===== src/rtl/out_neural_ctrl.sv =====
`timescale 1ns / 1ps
// out_neural_ctrl: sequences the output layer of the network.
// For each of N_NEURONS neurons it clears the accumulator, streams N_INPUTS
// (hidden output, weight) pairs into the neuron, waits PIPE_LAT cycles for the
// neuron pipeline, then writes the result to the result buffer.
// Optional feature macro: OUT_NEURAL_CTRL_ARGMAX_EN adds a running signed
// argmax over the written results, reported with the done pulse.
module out_neural_ctrl #(
  parameter int unsigned DATA_WIDTH = 32,
  parameter int unsigned N_INPUTS   = 64,
  parameter int unsigned N_NEURONS  = 10,
  parameter int unsigned IN_AW      = 6,
  parameter int unsigned W_AW       = 10,
  parameter int unsigned O_AW       = 4,
  parameter int unsigned PIPE_LAT   = 7
) (
  input  logic                  clk,
  input  logic                  rst_n,
  input  logic                  start,
  output logic                  busy,
  output logic                  done,
  output logic [IN_AW-1:0]      in_rd_addr,
  input  logic [DATA_WIDTH-1:0] in_rd_data,
  output logic [W_AW-1:0]       w_rd_addr,
  input  logic [DATA_WIDTH-1:0] w_rd_data,
  output logic                  init_mac,
  output logic                  ena_out_input_mac,
  output logic                  ena_out_sigmoid,
  output logic [DATA_WIDTH-1:0] out_neural_input,
  output logic [DATA_WIDTH-1:0] out_neural_weight,
  input  logic [DATA_WIDTH-1:0] out_neural_output,
  output logic                  res_we,
  output logic [O_AW-1:0]       res_addr,
  output logic [DATA_WIDTH-1:0] res_data,
  output logic [O_AW-1:0]       class_idx,
  output logic                  class_valid
);

  localparam int unsigned DCW = (PIPE_LAT > 1) ? $clog2(PIPE_LAT) : 1;

  typedef enum logic [2:0] {
    StIdle, StInit, StFeed, StDrain, StCapture, StFinish
  } state_e;

  state_e                state_q, state_d;
  logic [O_AW-1:0]       n_q;    // current neuron
  logic [IN_AW-1:0]      k_q;    // operand index within the neuron
  logic [W_AW-1:0]       w_q;    // weight address of operand k, runs across neurons
  logic [DCW-1:0]        d_q;    // drain cycle count
  logic [DATA_WIDTH-1:0] in_q, wt_q, res_q;
  logic                  last_feed, last_drain, last_neuron;

  assign last_feed   = (k_q == IN_AW'(N_INPUTS - 1));
  assign last_drain  = (d_q == DCW'(PIPE_LAT - 1));
  assign last_neuron = (n_q == O_AW'(N_NEURONS - 1));
  assign res_addr    = n_q;

  // State register
  always_ff @(posedge clk or negedge rst_n) begin
    if (!rst_n) state_q <= StIdle;
    else        state_q <= state_d;
  end

  // Next state and strobes; memory data is forwarded straight to the neuron
  // while feeding and the registered copy holds it afterwards.
  always_comb begin
    state_d           = state_q;
    busy              = 1'b0;
    done              = 1'b0;
    init_mac          = 1'b0;
    ena_out_input_mac = 1'b0;
    ena_out_sigmoid   = 1'b0;
    res_we            = 1'b0;
    in_rd_addr        = k_q;
    w_rd_addr         = w_q;
    out_neural_input  = in_q;
    out_neural_weight = wt_q;
    res_data          = res_q;
    unique case (state_q)
      StIdle: begin
        if (start) state_d = StInit;
      end
      StInit: begin
        busy     = 1'b1;
        init_mac = 1'b1;
        state_d  = StFeed;
      end
      StFeed: begin
        busy              = 1'b1;
        ena_out_input_mac = 1'b1;
        out_neural_input  = in_rd_data;
        out_neural_weight = w_rd_data;
        // Prefetch the next operand, except after the last one
        if (!last_feed) begin
          in_rd_addr = k_q + IN_AW'(1);
          w_rd_addr  = w_q + W_AW'(1);
        end
        if (last_feed) state_d = StDrain;
      end
      StDrain: begin
        busy            = 1'b1;
        ena_out_sigmoid = 1'b1;
        if (last_drain) state_d = StCapture;
      end
      StCapture: begin
        busy     = 1'b1;
        res_we   = 1'b1;
        res_data = out_neural_output;
        state_d  = last_neuron ? StFinish : StInit;
      end
      StFinish: begin
        done    = 1'b1;
        state_d = StIdle;
      end
      default: state_d = StIdle;
    endcase
  end

  // Counters and operand/result registers
  always_ff @(posedge clk or negedge rst_n) begin
    if (!rst_n) begin
      n_q   <= '0;
      k_q   <= '0;
      w_q   <= '0;
      d_q   <= '0;
      in_q  <= '0;
      wt_q  <= '0;
      res_q <= '0;
    end else begin
      unique case (state_q)
        StIdle: begin
          if (start) begin
            n_q <= '0;
            k_q <= '0;
            w_q <= '0;
            d_q <= '0;
          end
        end
        StFeed: begin
          in_q <= in_rd_data;
          wt_q <= w_rd_data;
          if (last_feed) begin
            k_q <= '0;
          end else begin
            k_q <= k_q + IN_AW'(1);
            w_q <= w_q + W_AW'(1);
          end
        end
        StDrain: begin
          d_q <= last_drain ? '0 : d_q + DCW'(1);
        end
        StCapture: begin
          res_q <= out_neural_output;
          if (last_neuron) begin
            w_q <= '0;
          end else begin
            n_q <= n_q + O_AW'(1);
            w_q <= w_q + W_AW'(1);  // step to the next neuron's first weight
          end
        end
        default: ;
      endcase
    end
  end

`ifdef OUT_NEURAL_CTRL_ARGMAX_EN
  logic [DATA_WIDTH-1:0] best_val_q;
  logic [O_AW-1:0]       best_idx_q, class_idx_q;
  logic                  take_new;

  // First capture of a run loads unconditionally; ties keep the lower index
  assign take_new = (n_q == '0) || ($signed(out_neural_output) > $signed(best_val_q));

  // Running maximum, published when the run finishes
  always_ff @(posedge clk or negedge rst_n) begin
    if (!rst_n) begin
      best_val_q  <= '0;
      best_idx_q  <= '0;
      class_idx_q <= '0;
    end else begin
      if (state_q == StCapture && take_new) begin
        best_val_q <= out_neural_output;
        best_idx_q <= n_q;
      end
      if (state_q == StFinish) class_idx_q <= best_idx_q;
    end
  end

  assign class_valid = (state_q == StFinish);
  assign class_idx   = (state_q == StFinish) ? best_idx_q : class_idx_q;
`else
  assign class_valid = 1'b0;
  assign class_idx   = '0;
`endif

endmodule

===== config.mk =====
export PLATFORM = sky130hd
export DESIGN_NAME = out_neural_ctrl
export DESIGN_NICKNAME = d
export VERILOG_FILES = /design/src/rtl/out_neural_ctrl.sv
export SDC_FILE = /design/constraint.sdc
export NUM_CORES = 1
export LEC_CHECK = 0
export CORE_MARGIN = 2
export CORE_UTILIZATION = 41
export DETAILED_ROUTE_END_ITERATION = 10
export DONT_BUFFER_PORTS = 1
export MAX_ROUTING_LAYER = met4
export SYNTH_ARGS = -nofsm -noshare
export SYNTH_HDL_FRONTEND = slang
export SYNTH_SLANG_ARGS = --single-unit

===== constraint.sdc =====
create_clock -name clk -period 5.1 [get_ports clk]
set_input_delay 1.02 -clock clk [delete_from_list [all_inputs] [get_ports clk]]
set_output_delay 1.02 -clock clk [all_outputs]
set_load 0.1 [all_outputs]

Word-level counts from Yosys, hierarchy flattened
Index checks and enable logic that the tools add are counted.
W data, S select, Z words.

word-level totals
  register bits = 122
  latch bits = 0
  memory bits (writable) = 0
  bits in read-only memories = 0
  input bits = 99
  memories kept = 0

cells by class
  add/sub/neg operators = 4
  multipliers = 0
  div/mod/pow operators = 0
  order comparisons = 0
  equality and inequality tests = 12
  shift operators = 0
  multiplexer cells = 30
  bitwise operators = 0
  reductions and logical operators = 11

operator list
  operator                 number
  $mux W32                 3
  $mux W10                 4
  $pmux W10 S3             1
  $mux W6                  4
  $mux W3                  6
  $pmux W3 S5              1
  $pmux W6 S2              1
  $add A10 B1 Y10 const B  1
  $eq A3 B3 Y1 const B     3
  $mux W4                  2
  $ne A2 B2 Y1 const B     4
  $pmux W4 S2              1
  $add A6 B1 Y6 const B    1
  $eq A3 B2 Y1 const B     2
  $eq A6 B6 Y1 const B     1
  $mux W1                  6
  $pmux W3 S2              1
  $reduce_and A2 Y1        3
  $reduce_and A3 Y1        2
  $reduce_bool A2 Y1       3
  $add A4 B1 Y4 const B    1
  $eq A4 B4 Y1 const B     1
  $reduce_or A4 Y1         1
  $add A3 B1 Y3 const B    1
  3 further kinds          3

Longest topological paths before layout
Gate-level depths: netlist of run 1.

  word-level depth = 3
  depth in mapped cells = 8

Worst setup path after synthesis of run 1
Ideal clock, no wire load.

  path type = reg2out
  from = register k_q[0]
  to = output in_rd_addr[0]
  arrival time = 3.441 ns
  data required time = 4.080 ns
  slack = 0.639 ns
  stages on the path, launching flop included = 6
  path buffers = 0
  path through = dfrtp_1 ha_1 and3_1 nand3_1 ha_1 o21ai_0

on the way
  longest elaborated chain between the ends = 3
  elaborated cells between the ends (all ways) = 4

RTL lines
  item                                           line    text
  start: declaration                             47      logic [IN_AW-1:0] k_q;
  start signal: assignment                       145     k_q <= k_q + IN_AW'(1);
  $add A6 B1 Y6 or $eq A6 B6 Y1 (tied branches)  95, 53
  $mux W6                                        94      if (!last_feed) begin
  $mux W6 *                                      79      unique case (state_q)
  end: declaration                               22      output logic [IN_AW-1:0] in_rd_addr,

Mark *: on every way between the ends. The rest lies on a longest branch, timed or not.

Worst setup path after layout of run 1
  from = register state_q[2]
  to = output out_neural_input[24]

on the way
  longest elaborated chain between the ends = 2

RTL lines
  item                      line  text
  start: declaration        45    state_e state_q, state_d;
  start signal: assignment  60    if (!rst_n) state_q <= StIdle;
  start signal: assignment  61    else state_q <= state_d;
  $eq A3 B2 Y1              79
  $mux W32                  79
  end: declaration          29    output logic [DATA_WIDTH-1:0] out_neural_input,

No other way between the ends.

==> metrics list, run 1 <==
- Proportion of register bits with asynchronous set or reset after synthesis: 100%
- The average instance in the mapped netlist occupies 10.0 sq um.
* Number of remaining DRC errors: 0
- Die width: 119 microns
* Most numerous cell types in the synthesized netlist: sky130_fd_sc_hd__nand2_1, sky130_fd_sc_hd__dfrtp_1, sky130_fd_sc_hd__mux2_2
- In the post-synthesis netlist, the biggest area contributors are sky130_fd_sc_hd__dfrtp_1, sky130_fd_sc_hd__nand2_1, sky130_fd_sc_hd__mux2_2.
- Endpoint of the lowest-slack register-to-register path: in_q[24]
- 226 I/O pins were placed.
- Relative slew slack: 20.9%
* Area share of the largest cell type after synthesis: 56.7%
- Fraction of final layout cells with drive strength greater than 1: 20.5%
* Depth of the worst register-to-register path: 5
- Class of the tightest hold or removal check: input port to async pin
- Number of storage elements in the synthesis netlist: 122
* Critical Path Slowest Stage Cell: sky130_fd_sc_hd__nand2_1
- Via count of the first global-routing pass: 3846
- CTS Buffer Depth: 2
- After routing, the total negative slack on setup checks comes to 0 ps.
- Once detail routing completed, the nets flagged for antenna violations numbered 0.
- In this design, the largest share of critical-path delay is due to simple AND/OR/NAND/NOR gates.
* Final core area utilization: 50.0%
- The setup check on the worst reg-to-reg path leaves a slack of 2120 ps.
* Sequential-to-total area share from yosys stat: 56.7%
* Vertical die dimension: 119 microns
- Once detailed placement completed, the half-perimeter wirelength came to 8670 microns.
* Final layout net count: 653
- Entering global routing, the biggest net connects 123 pins.
* Crit path buf inv count: 2
- Number of fillers in the final layout: 1194
- Wire length of the first global-routing pass: 19800 microns
- In this run, the number of DRC markers left after iteration 0 of detailed routing was 274.
* Maximum vdd ir drop: 0.231 mV
* Finished layout cell area: 6360 sq um
* List of cells traversed by the critical path: or3b_2 -> clkinv_2 -> buf_4 -> nand2_1 -> nand2_1
* Final antenna diode count: 0
- In this design, the stage delay of the slowest critical-path cell is 690 ps.
* Number of synthesized flops with an enable pin: 0
* Starting density of the core: 42.3%
- Cell Area, Synth: 5390 sq um
- STA classifies the critical path endpoint as an output port.
- Area delta synth->final: 18.0%
* Smallest setup slack after layout: 889 ps
- Count of distinct cell types in the synthesized netlist: 45
- After technology mapping, the gate count stands at 538.
* Grt ovf: 0
- The floorplan step defined a die boundary enclosing 14100 sq um.
* Startpoint kind of the worst setup timing path: flip-flop
- Hold Violations, Final: 0
- Clock latency on the worst-skew pair, taken at its later pin, is 400 ps.
- Initial antenna violation count: 0
- The routed design has 12300 microns of wire.
* Clock transition at path regs: 60 ps
- Launch instance of the worst register-to-register path: state_q[2]
- Leak pwr: 2.97 nW
- Summing all placed instances gives a cell area of 5720 sq um.
- CP Data Arrival Time: 3190 ps
* H-tree Lvls: 4
- In the finished design, the share of the clock period the worst path needs comes to 82.6%.
- For this design the ratio of total power to cell area is 417 nW/um^2.
- Placement Setup Slack: 1300 ps
* Standard-cell row count: 41
- Unrepaired setup endpoints after global routing: no
- Number of max-slew violations in the final report: 0
- Across every metal layer, demand over resource in global routing totals 18.4%.
- Cell chosen for the clock root: sky130_fd_sc_hd__clkbuf_16
- The core region is 12700 sq um.
* Kind of critical path: flip-flop to output port
- At the end of routability-driven placement, the weighted congestion stood at 0.770.
- Dividing the detail-routed wire length by the instance count gives 16.8 microns.
- TritonCTS created 17 clock buffers.
- Max-cap violations in this run came to 0.
* Min Tclk post-route: 4210 ps
* CP Data Required Time: 4080 ps
- In the routed layout, each cell is associated on average with a via count of 5.24.
- Yosys instantiated no cell more often than sky130_fd_sc_hd__nand2_1.
- Setup clock skew after layout: 6.01 ps
- Once the clock tree was built, the resizer swapped 0 gates to a different size.
* Yosys warning total: 0
- Slew of the pin with the lowest slew margin: 1190 ps
- TritonCTS built the clock tree.
* Post-CTS setup buffer count: 0
* # setup viols final: 0
* Port bufs: 0
- CTS Hold Buffers Added: 0
* Critical path's most frequent cell: sky130_fd_sc_hd__nand2_1
- The first TritonRoute pass finished after 4 iterations.
* Fmax achieved: 237 MHz
- Via count: 3844
* Post-synth top flop: sky130_fd_sc_hd__dfrtp_1
* Outcome: completed
- CTS saw 122 sinks.
- The synthesized design spends more area on one cell type than any other, namely sky130_fd_sc_hd__dfrtp_1.
- Of all nets on the critical path, the largest fanout is 37.
-- per-stage QoR --
step | power (mW) | hold slack [ps] | std cells
detailed placement | 1.40 | 536 | 702
global route | 2.74 | 278 | 734
finish | 2.65 | 310 | 734
global placement | 1.39 | 527 | 702
CTS | 2.67 | 288 | 734
floorplan | 1.39 | 488 | 542
-- report_power, final --
| part | leakage, nW | internal [mW] | switching [mW] |
|---|---|---|---|
| registers | 1.44 | 1.01 | 0.00990 |
| clock network | 0.295 | 0.832 | 0.436 |
| logic | 1.23 | 0.0195 | 0.343 |
-- placed cells by master (no fill, tap or decap), types with 3 or more instances in the layout --
cell	count
sky130_fd_sc_hd__buf_4	20
sky130_fd_sc_hd__a21oi_2	3
sky130_fd_sc_hd__nand4_1	3
sky130_fd_sc_hd__and2_1	5
sky130_fd_sc_hd__clkinv_2	3
sky130_fd_sc_hd__nor3_1	6
sky130_fd_sc_hd__nand3_1	10
sky130_fd_sc_hd__a21oi_1	12
sky130_fd_sc_hd__a31oi_1	4
sky130_fd_sc_hd__nor2_1	5
sky130_fd_sc_hd__xnor2_2	9
sky130_fd_sc_hd__o21ai_0	13
sky130_fd_sc_hd__ha_1	5
sky130_fd_sc_hd__and3_1	8
sky130_fd_sc_hd__clkinvlp_4	5
sky130_fd_sc_hd__bufinv_16	4
sky130_fd_sc_hd__nand2_1	206
sky130_fd_sc_hd__clkbuf_16	19
sky130_fd_sc_hd__conb_1	5
sky130_fd_sc_hd__dfrtp_1	122
sky130_fd_sc_hd__a211oi_1	3
sky130_fd_sc_hd__a21o_1	3
sky130_fd_sc_hd__a22o_1	11
sky130_fd_sc_hd__inv_1	5
sky130_fd_sc_hd__a221o_1	4
sky130_fd_sc_hd__mux2_2	35
-- worst max path at each step --
stage          slack (ps)                    end  cells after the start       start
2_1_floorplan         640          in_rd_addr[0]                      5      k_q[0]
3_3_place_gp         1370  out_neural_weight[20]                      5  state_q[2]
3_5_place_dp         1300   out_neural_input[24]                      5  state_q[2]
4_1_cts               850   out_neural_input[24]                      5  state_q[2]
5_1_grt               720   out_neural_input[16]                      5  state_q[2]
6_report              890   out_neural_input[24]                      5  state_q[2]
-- cells by family (layout without fill, tap and decap cells) --
logic type	Yosys count	after routing	share of synthesized area (%)
AND/OR/NAND/NOR	256	256	19.8
flip-flops	122	122	56.7
AO/OA/AOI/OAI	66	66	8.62
buffers and inverters	40	60	4.25
multiplexers	36	36	7.50
XOR/XNOR	12	12	1.95
adder cells (fa/ha/maj)	5	5	1.16
other	1	5	0.0696
-- state kept, by name, indices dropped and copies added (netlist names) --
signal,count
w_q,10
k_q,6
d_q,3
res_addr,4
in_q,32
res_q,32
wt_q,32
state_q,3
-- worst register-to-register path: stages, from the launching register on --
cell	delay (ps)
sky130_fd_sc_hd__dfrtp_1	640
sky130_fd_sc_hd__or3b_2	640
sky130_fd_sc_hd__clkinv_2	370
sky130_fd_sc_hd__buf_4	340
sky130_fd_sc_hd__nand2_1	90
sky130_fd_sc_hd__nand2_1	690
-- layout make-up --
class / count / area [sq um] / area share, %
Sequential cell: 122 / 3050 / 48.0
Multi-Input combinational cell: 380 / 2230 / 35.1
Clock buffer: 18 / 439 / 6.91
Tap cell: 172 / 215 / 3.39
Timing Repair Buffer: 22 / 200 / 3.15
Clock inverter: 14 / 194 / 3.05
Inverter: 6 / 23.8 / 0.374
-- per-layer routing --
metal,track usage (%),vias up,wire [microns]
met5,-,-,0
met4,7.74,0,191
met3,5.94,14,957
met2,30.1,167,6270
met1,20.9,1859,4890
li1,-,1804,-
Power figures use the tool's default switching activity.
==> run 2: changes to the inputs <==
==> constraint.sdc (replaced) <==
create_clock -name clk -period 3.85 [get_ports clk]
set_input_delay 0.77 -clock clk [delete_from_list [all_inputs] [get_ports clk]]
set_output_delay 0.77 -clock clk [all_outputs]
set_load 0.1 [all_outputs]
==> run 2 against run 1 <==
Die area did not move. Critical path depth unchanged. Critical path type unchanged. Worst setup slack lost 520 ps.
==> metrics list, run 2 (synthesis gave the netlist of run 1 again) <==
- The run finished with clean final reports.
- The routed wire length per instance came to 16.0 microns (-4.9%).
- Num CTS Buffers: 17 (unchanged)
- The post-route clock skew came to 9.37 ps (+3.37 ps).
- Post-CTS setup buffer count: 0 (unchanged)
- The post-detailed-route via-to-cell ratio was 5.10 (-2.6%).
* Largest registers: in_q (32), res_q (32), wt_q (32)
* Post-layout total power: 3.46 mW (+31%)
- The number of hold buffers added after cts came to 0 (unchanged).
- Iteration-0 DRC count of the detailed router: 347 (+27%)
- Fraction of final layout cells with drive strength greater than 1: 29.1% (+8.7 points)
- The via total after detailed routing is 4100 (+6.7%).
- The number of remaining DRC errors came to 0 (unchanged).
* CP Data Required Time: 3080 ps (-1000 ps)
* CTS Buffer Depth: 2 (unchanged)
* # setup viols final: 0 (unchanged)
- Leaving out fill and tap cells, the most frequent cells in the layout are sky130_fd_sc_hd__nand2_1, sky130_fd_sc_hd__dfrtp_1, sky130_fd_sc_hd__buf_4.
- The leftover overflow at the end of global routing came to 0 (unchanged).
- Number of placed instances with taps included: 772 (+10%)
* Most common library cell in the layout ignoring fill and taps: sky130_fd_sc_hd__nand2_1
* Unrepaired setup endpoints after global routing: no
* Maximum net fanout on the critical path: 17 (-54%)
- The number of sinks driven by the clock tree came to 122 (unchanged).
* Launch instance of the worst register-to-register path: res_addr[1]
- Hold Violations, Final: 0 (unchanged)
- The stage delay of the slowest cell on the critical path came to 600 ps (-90 ps).
- Worst setup endpoint: w_rd_addr[8]
* Class of the tightest hold or removal check: input port to async pin
* Slew of the pin with the lowest slew margin: 978 ps (-207 ps)
- Count of antenna-violating nets left after detailed routing: 0 (unchanged)
* Instance count on the critical path: 5 (unchanged)
- Sequential standard cell area: 3050 sq um (unchanged)
* Area delta synth->final: 28.1%
* Largest net degree at the start of global routing: 123 (unchanged)
- Setup Total Neg Slack: 0 ps (unchanged)
- The floorplan die width was 119 microns (unchanged).
- The footprint of the multi-input gates came to 2230 sq um (unchanged).
- The critical path is of the flip-flop to output port type.
- Total iterations of the first detailed-routing run: 5 (+1)
- Walking the worst path, the cells encountered are or3b_2 -> a31oi_4 -> nand3_1 -> xnor2_2 -> buf_4.
* Number of fillers in the final layout: 1110 (-7.0%)
* Number of standard cells in the final layout excluding fillers: 804 (+9.5%)
* H-tree Lvls: 4 (unchanged)
- The arrival time at the worst endpoint was 2720 ps (-470 ps).
- The detailed-placement wirelength estimate is 8920 microns (+3.0%).
- The worst slew margin relative to its limit is 35.0% (+14 points).
- The number of cell instances on the worst register-to-register path was 7 (+2).
- Fmax achieved: 287 MHz
* Vertical die dimension: 119 microns (unchanged)
- Gate family responsible for the most delay along the worst path: simple AND/OR/NAND/NOR gates
- Among all stages on the critical path, the largest delay is contributed by sky130_fd_sc_hd__or3b_2.
- Final layout net count: 723 (+11%)
* Clock transition at path regs: 60 ps (about the same)
* Wire length of the first global-routing pass: 20900 microns (+5.7%)
* Number of resized instances in the post-cts repair step: 0 (unchanged)
- TritonCTS built the clock tree.
* Port bufs: 0 (unchanged)
- Period utilization: 90.5%
* Core footprint: 12700 sq um (unchanged)
* Initial antenna violation count: 0 (unchanged)
- Full die area: 14100 sq um (unchanged)
* Timing startpoint of the critical path: state_q[0]
* Flop-to-flop setup slack: 1600 ps (-520 ps)
- Clock latency of the later-clocked register in the worst-skew pair: 410 ps (about the same)
* Min Tclk post-route: 3490 ps
- Crit path buf inv count: 1 (-1)
- The static leakage power is 3.31 nW (+12%).
- The maximum vdd ir drop came to 0.423 mV (+83%).
* Cell chosen for the clock root: sky130_fd_sc_hd__clkbuf_16
- Via count of the first global-routing pass: 4092 (+6.4%)
- Startpoint kind of the worst setup timing path: flip-flop
- The routed wire length is 12800 microns (+4.2%).
- Power density over the cells: 501 nW/um^2 (+20%)
* Io pins: 226 (unchanged)
* Number of max-slew violations in the final report: 0 (unchanged)
* Maximum Capacitance Violations: 0 (unchanged)
* Final antenna diode count: 0 (unchanged)
- The worst register-to-register path ends at w_q[8].
- The combined global-route utilization of all metal layers was 19.3% (+0.91 points).
* Routability cong.: 0.798 (+3.7%)
- Standard-cell row count: 41 (unchanged)
- Starting density of the core: 42.3% (unchanged)
* Type of destination of the critical path: output port
run 2: cell types whose count changed in the layout (fill, tap and decap cells not counted):
| cell | previous run | this run |
|---|---|---|
| sky130_fd_sc_hd__inv_6 | 2 | 1 |
| sky130_fd_sc_hd__clkinv_4 | 1 | 0 |
| sky130_fd_sc_hd__buf_12 | 0 | 5 |
| sky130_fd_sc_hd__clkinv_2 | 3 | 5 |
| sky130_fd_sc_hd__clkbuf_8 | 1 | 3 |
| sky130_fd_sc_hd__clkbuf_1 | 0 | 1 |
| sky130_fd_sc_hd__buf_4 | 20 | 85 |
| sky130_fd_sc_hd__clkinvlp_4 | 5 | 4 |
| sky130_fd_sc_hd__bufinv_16 | 4 | 2 |
run 2: area by class of cell:
type	count	share of cell area (%)
Timing Repair Buffer	92	11.4
Clock buffer	21	6.82
Multi-Input combinational cell	380	32.3
Tap cell	172	3.12
Clock inverter	11	1.72
Sequential cell	122	44.2
Inverter	6	0.344
run 2: worst min-delay path by stage:
stage	start	endpoint	slack (ps)
6_report	rst_n	w_q[4]	50
5_1_grt	rst_n	w_q[4]	20
4_1_cts	rst_n	w_q[4]	30
3_5_place_dp	in_q[2]	in_q[2]	460
3_3_place_gp	in_q[16]	in_q[16]	450
2_1_floorplan	rst_n	d_q[0]	470
run 2: layer usage:
layer	up-vias	global-route usage, %	routed length [microns]
li1	1947	-	-
met5	-	-	0
met1	1977	22.0	5140
met4	0	7.81	240
met2	158	31.3	6420
met3	18	6.52	1040
run 2: metrics by stage:
step                      hold slack (ps)  instance area (sq um)  setup slack (ps)  utilization [%]
after floorplan                       474                   5400              88.0                -
after global placement                453                   6310               821             49.6
after detailed placement              459                   6310               785             49.6
after CTS                            30.6                   6900               334             54.2
after global routing                 24.6                   6900               186             54.2
final                                48.9                   6900               365             54.2
run 2: report_power, final:
part	leakage [nW]	internal, mW	total, mW	switching [mW]
logic	1.59	0.0702	0.535	0.465
registers	1.44	1.33	1.35	0.0133
clock network	0.281	1.00	1.57	0.574
total	3.31	2.40	3.46	1.05
run 2: worst reg2reg max path, stage by stage (launching register included):
cell and delay (ps):
sky130_fd_sc_hd__dfrtp_1 320, sky130_fd_sc_hd__buf_4 310, sky130_fd_sc_hd__inv_1 110, sky130_fd_sc_hd__ha_1 200
sky130_fd_sc_hd__nand3b_1 240, sky130_fd_sc_hd__nand3_1 210, sky130_fd_sc_hd__a21oi_1 530, sky130_fd_sc_hd__a221o_1 270
